===== src/rtl/vga_timing.sv =====
// VGA raster timing generator fed from a show-ahead pixel FIFO.
// Waits for the FIFO to prime, then free-runs; outputs are registered one cycle after the counters.
module vga_timing #(
    parameter int unsigned HDISP  = 800,
    parameter int unsigned HFP    = 40,
    parameter int unsigned HPULSE = 48,
    parameter int unsigned HBP    = 40,
    parameter int unsigned VDISP  = 480,
    parameter int unsigned VFP    = 13,
    parameter int unsigned VPULSE = 3,
    parameter int unsigned VBP    = 29
) (
    input  logic        pixel_clk,
    input  logic        pixel_rst_n,
    input  logic [23:0] fifo_rdata,
    input  logic        fifo_empty,
    input  logic        fifo_almost_full,
    output logic        fifo_rd,
    output logic        video_hs,
    output logic        video_vs,
    output logic        video_de,
    output logic [23:0] video_rgb,
    output logic        frame_start,
    output logic        underflow
);

    localparam int unsigned HTOTAL = HFP + HPULSE + HBP + HDISP;
    localparam int unsigned VTOTAL = VFP + VPULSE + VBP + VDISP;
    localparam int unsigned HW     = $clog2(HTOTAL);
    localparam int unsigned VW     = $clog2(VTOTAL);

    localparam logic [HW-1:0] HMax       = HW'(HTOTAL - 1);
    localparam logic [HW-1:0] HSyncStart = HW'(HFP);
    localparam logic [HW-1:0] HSyncEnd   = HW'(HFP + HPULSE);
    localparam logic [HW-1:0] HActStart  = HW'(HTOTAL - HDISP);
    localparam logic [VW-1:0] VMax       = VW'(VTOTAL - 1);
    localparam logic [VW-1:0] VSyncStart = VW'(VFP);
    localparam logic [VW-1:0] VSyncEnd   = VW'(VFP + VPULSE);
    localparam logic [VW-1:0] VActStart  = VW'(VTOTAL - VDISP);

    typedef enum logic [0:0] {StWaitFifo, StRun} state_e;

    state_e        state_q, state_d;
    logic [HW-1:0] hcnt_q, hcnt_d;
    logic [VW-1:0] vcnt_q, vcnt_d;
    logic          hs_q, hs_d, vs_q, vs_d, de_q, de_d, fs_q, fs_d, uf_q, uf_d;
    logic [23:0]   rgb_q, rgb_d;
    logic          run, active, h_pulse, v_pulse;

    // State register
    always_ff @(posedge pixel_clk) begin
        if (!pixel_rst_n) state_q <= StWaitFifo;
        else              state_q <= state_d;
    end

    // Next state: RUN is terminal until reset
    always_comb begin
        state_d = state_q;
        unique case (state_q)
            StWaitFifo: if (fifo_almost_full) state_d = StRun;
            StRun:      state_d = StRun;
            default:    state_d = StWaitFifo;
        endcase
    end

    // Output decode
    always_comb begin
        run     = (state_q == StRun);
        active  = (hcnt_q >= HActStart) && (vcnt_q >= VActStart);
        h_pulse = (hcnt_q >= HSyncStart) && (hcnt_q < HSyncEnd);
        v_pulse = (vcnt_q >= VSyncStart) && (vcnt_q < VSyncEnd);
        fifo_rd = run && active && !fifo_empty;
    end

    always_comb begin
        hcnt_d = '0;
        vcnt_d = '0;
        if (run) begin
            hcnt_d = hcnt_q;
            vcnt_d = vcnt_q;
            if (hcnt_q == HMax) begin
                hcnt_d = '0;
                vcnt_d = (vcnt_q == VMax) ? '0 : vcnt_q + 1'b1;
            end else begin
                hcnt_d = hcnt_q + 1'b1;
            end
        end
    end

    always_comb begin
        hs_d  = !(run && h_pulse);
        vs_d  = !(run && v_pulse);
        de_d  = run && active;
        rgb_d = fifo_rd ? fifo_rdata : 24'h000000;
        fs_d  = run && (hcnt_q == HActStart) && (vcnt_q == VActStart);
        uf_d  = uf_q || (run && active && fifo_empty);
    end

    always_ff @(posedge pixel_clk) begin
        if (!pixel_rst_n) begin
            hcnt_q <= '0;
            vcnt_q <= '0;
            hs_q   <= 1'b1;
            vs_q   <= 1'b1;
            de_q   <= 1'b0;
            rgb_q  <= 24'h000000;
            fs_q   <= 1'b0;
            uf_q   <= 1'b0;
        end else begin
            hcnt_q <= hcnt_d;
            vcnt_q <= vcnt_d;
            hs_q   <= hs_d;
            vs_q   <= vs_d;
            de_q   <= de_d;
            rgb_q  <= rgb_d;
            fs_q   <= fs_d;
            uf_q   <= uf_d;
        end
    end

    assign video_hs    = hs_q;
    assign video_vs    = vs_q;
    assign video_de    = de_q;
    assign video_rgb   = rgb_q;
    assign frame_start = fs_q;
    assign underflow   = uf_q;

endmodule

===== config.mk =====
export PLATFORM = sky130hd
export DESIGN_NAME = vga_timing
export DESIGN_NICKNAME = d
export VERILOG_FILES = /design/src/rtl/vga_timing.sv
export SDC_FILE = /design/constraint.sdc
export NUM_CORES = 1
export LEC_CHECK = 0
export ABC_CLOCK_PERIOD_IN_PS = 2100
export CELL_PAD_IN_SITES_DETAIL_PLACEMENT = 1
export CELL_PAD_IN_SITES_GLOBAL_PLACEMENT = 2
export CORE_MARGIN = 5
export CORE_UTILIZATION = 26
export CTS_BUF_LIST = sky130_fd_sc_hd__clkbuf_8
export DETAILED_ROUTE_END_ITERATION = 7
export GPL_ROUTABILITY_DRIVEN = 0
export PLACE_DENSITY_LB_ADDON = 0.1
export SYNTH_ARGS = -nofsm -noshare
export SYNTH_HDL_FRONTEND = slang
export SYNTH_SLANG_ARGS = --single-unit

===== constraint.sdc =====
create_clock -name pixel_clk -period 2.1 [get_ports pixel_clk]
set_clock_uncertainty 0.2 [all_clocks]
set_input_delay 0.315 -clock pixel_clk [delete_from_list [all_inputs] [get_ports pixel_clk]]
set_output_delay 0.315 -clock pixel_clk [all_outputs]
set_load 0.005 [all_outputs]

* After elaboration in Yosys (flattened, before gate mapping) *
Cells that the tools add are included.
Widths: inputs -> output; s select.

word-level totals
  register bits after elaboration = 50
  output and inout port bits = 30
  word-level logic and storage cells = 43

cells by class
  add/subtract/negate cells = 2
  $lt $le $gt $ge = 6
  eq/ne operators = 4
  mux-type cells = 3
  bitwise gates (word level) = 2
  reduce and logical (&&, ||, !) cells = 17

operators by type and width
  kind                   count
  $add 10x1->10 const B  2
  $eq 10x10->1 const B   2
  $ge 10x6->1 const B    2
  $eq 10x6->1 const B    1
  $eq 10x8->1 const B    1
  $ge 10x4->1 const B    1
  $ge 10x8->1 const B    1
  $logic_and 1x1->1      10
  $lt 10x5->1 const B    1
  $lt 10x7->1 const B    1
  $mux 10                1
  $reduce_and 2->1       2
  $logic_not 1->1        3
  $reduce_or 3->1        1
  $not 1->1              2
  $pmux 1 s2             1
  $logic_or 1x1->1       1
  $mux 1                 1

* Depth between registers and ports, before layout *
Gate-level depths: netlist (run 1).

  word-level depth = 5
  gate-level depth with buffers = 7
  depth with buffers taken out = 6

* Worst setup path before layout (run 1) *
Ideal clock, no wire load.

  path type = flip-flop to flip-flop
  start point = reg hcnt_q[7]
  end point = reg vcnt_q[7]
  setup time = 0.073 ns
  arrival = 1.959 ns
  path slack = -0.132 ns
  cell stages (with the launch flop) = 7
  buffers on the path = 2
  cells stage by stage = dfxtp_1 or3b_1 buf_2 or3_1 buf_2 or4_1 a21oi_1

on the way
  longest elaborated chain between the ends = 1

RTL lines
  element                   RTL line  RTL
  start: declaration        44        logic [HW-1:0] hcnt_q, hcnt_d;
  start signal: assignment  110       hcnt_q <= hcnt_d;
  $eq 10x10->1              81        if (hcnt_q == HMax) begin
  end signal: assignment    111       vcnt_q <= vcnt_d;
  end: declaration          45        logic [VW-1:0] vcnt_q, vcnt_d;

Every way passes these cells.
A chain may end at the register's enable or synchronous reset.

* Worst setup path after layout (run 1) *
  start point = reg vcnt_q[1]
  end point = out fifo_rd

on the way
  longest elaborated chain between the ends = 4

RTL lines
  element                          RTL line  RTL
  $ge 10x6->1                      69        active = (hcnt_q >= HActStart) && (vcnt_q >= VActStart);
  $logic_and 1x1->1                69
  $logic_and 1x1->1 (2 in series)  72        fifo_rd = run && active && !fifo_empty;
  end: declaration                 18        output logic fifo_rd,

Every way passes these cells.

==> results of run 1 <==
[Yosys cell counts, drive strengths merged]
library cell   n
a21oi          6
a31o           1
and2           1
and3           2
and3b          1
buf            3
clkbuf        10
dfxtp         50
ha             5
inv            9
nand2         11
nand2b         1
nand3          9
nand3b        26
nand4          4
nand4b         1
nor2          20
nor2b          1
nor3          30
nor4           4
nor4b          2
o21a           1
o21ai          2
o21bai         1
o31ai          4
or3            3
or3b           1
or4            2
xnor2         11
xor2           2
[routing by layer]
| metal | routed length [um] | GRT usage | share of wire |
|---|---|---|---|
| met3 | 221 | 0.0307 | 0.037 |
| met2 | 2850 | 0.219 | 0.48 |
| met5 | 0 | 0 | 0 |
| met4 | 78 | 0.0347 | 0.013 |
| met1 | 2780 | 0.149 | 0.47 |
[critical path: stages (launching register included)]
cell and delay [ns]:
dfxtp_2 0.34, inv_2 0.04, buf_4 0.13, ha_4 0.16
nor2b_4 0.13, o21bai_4 0.08, a21oi_2 0.17, nor4b_2 0.06
buf_4 0.14, buf_6 0.10
[power groups by stage]
stage	Combinational [uW]	Sequential [uW]	Clock, uW
2_1_floorplan	30.9	974	0
3_3_place_gp	102	974	0
3_5_place_dp	102	974	0
4_1_cts	103	952	647
5_1_grt	109	952	686
6_report	101	951	611
[repair_timing]
item | 4_1_cts | 5_1_grt
hold endpoints to repair | 0 | 0
hold buffers | 0 | 0
pin swaps | 4 | 4
resized for setup | 15 | 4
setup buffers | 1 | 2
endpoints found under the setup margin | 2 | 2
cloned | 0 | 0
[cell families (layout without fill, tap and decap cells)]
family,count (synthesis),in the layout,share of synthesized area
flops,50,50,0.495
compound gates,15,15,0.0464
fa+ha+maj,5,5,0.0309
xor+xnor,13,13,0.0563
buf+inv,22,110,0.0421
simple gates,119,119,0.329
[area by class of cell]
type | count | area (um2)
fill | 904 | 4540
timing repair buffer | 93 | 842
sequential | 50 | 1010
inverter | 9 | 33.8
multi-input combinational | 152 | 996
tap | 102 | 128
clock buffer | 6 | 82.6
clock inverter | 2 | 17.5
[registers in the layout, summed over array words and instances (netlist names)]
| register | cells |
|---|---|
| video_de | 1 |
| video_hs | 1 |
| video_vs | 1 |
| run | 1 |
| video_rgb | 24 |
| frame_start | 1 |
| hcnt_q | 10 |
| vcnt_q | 10 |
| underflow | 1 |
[worst max-delay path by stage]
stage / from / end / slack, ns / cells after the start
finish: vcnt_q[1] / fifo_rd / -0.07 / 9
floorplan: hcnt_q[6] / vcnt_q[9] / -0.06 / 6
detailed placement: vcnt_q[1] / fifo_rd / -0.26 / 8
CTS: vcnt_q[1] / fifo_rd / -0.16 / 8
global placement: vcnt_q[0] / fifo_rd / -0.25 / 8
global route: vcnt_q[1] / fifo_rd / -0.21 / 8
[through the flow]
step	setup TNS [ns]	util	instances	hold slack (ns)	setup WS, ns
2_1_floorplan	-0.0591	-	224	0.225	-0.0591
3_3_place_gp	-0.252	0.383	403	0.242	-0.252
3_5_place_dp	-0.262	0.383	403	0.261	-0.262
4_1_cts	-0.161	0.402	412	0.283	-0.161
5_1_grt	-0.228	0.406	414	0.316	-0.213
6_report	-0.0741	0.406	414	0.278	-0.0741
==> run metrics, run 1 <==
# H-tree levels=2; Layout area overhead=53.7%; Top-Level Pins=58; power after layout=1660 uW; clk_lat worst skew=0.31 ns; HPWL after DPL=4510 um; CP startpoint kind=register; initial drt markers=49; Worst-Margin Slew=between 0.3 and 0.4 ns; max-slew violation count=0; CP required=1.58 ns; Die X=98.2 um; Syn. warnings=0; Max clock buf depth=2; reg2reg setup slack=0.05 ns; initial antenna violation count=0; TritonCTS buffer count=5; Combinational Power Share=0.061; Final Cycle Share=1.04; layout cells sized above 1=0.196; register area share after synthesis=0.495; pin count of the biggest net entering global routing=28; Overflow after GRT=0; placed cell area=2930 um2; wire length per cell=roughly 14 um; worst r2r path cells=4; gr usage total=0.124; outcome=complete, but fails checks; max_cap viols=0; worst hold path class=register to register; Syn Area/Cell=9.03 um2; WHS Path Cells=2; post-route minimum period=2.17 ns; Yosys top cell by area=dfxtp_1; Root Buffer=clkbuf_8; final hold vios=0; most common library cell in the layout ignoring fill and taps=clkdlybuf4s50_1; CP Data Arrival Time=1.66 ns; peak supply drop=231 uV; most frequent cells in the layout=clkdlybuf4s50_1 (56), dfxtp_1 (46), buf_4 (36); post-synth top area share=0.495; Pwr Density=around 530 nW/um2; P_leak=0.00103 uW; first-pass GRT wire length=9580 um; Post-Syn Instances=224; Hold Path Origin=underflow; Detailed Route WL=5940 um; via/cell ratio=about 4.5; switching share of power=0.227; Critical Path Sink Type=output port; Seq cells post-synth=50; post-synthesis instance area=just over 2000 um2; antenna cells=0; RSZ-0062 raised after global routing=true; row count=32; Seq pwr share=0.572; DRC Markers=0; Port Buffers=57; failing checks=setup timing; nets=344; number of routed nets with antenna violations=0; vias in the first global route=1,916; Clock power frac=0.367; starting density of the core=0.264; Die ar.=9640 um2; Vias=around 1.9k; die height=98.2 um; slew margin rel.=0.749; CTS Sinks=50; Hold Path End=underflow; # setup viols final=1; CTS tree=yes; fmax=0.460 GHz; WS Path Type=register to output port; First-pass DRT Iterations=4; CORE AREA=7650 um2; Int Pwr=1290 uW; switching power=377 uW; Yosys cell types=32; reg-to-reg critical path startpoint=hcnt_q[7]; top area cells in the synthesized netlist=dfxtp_1 (50%), nand3b_1 (9.7%), nor3_1 (7.4%), xnor2_1 (4.8%), nor2_1 (3.7%); fin worst setup slack=-0.0741 ns; design area=3110 um2; RR Endpoint=vcnt_q[9]; Mapped Nets=around 260; CP max FO=2; clk slew on worst S/H paths=0.10 ns
Power figures use the tool's default switching activity.
==> run 2: changes to the inputs <==
- CAP_MARGIN: default -> 10
==> results of run 2 <==
The final DEF is identical to that of run 1; final timing and power are the same.
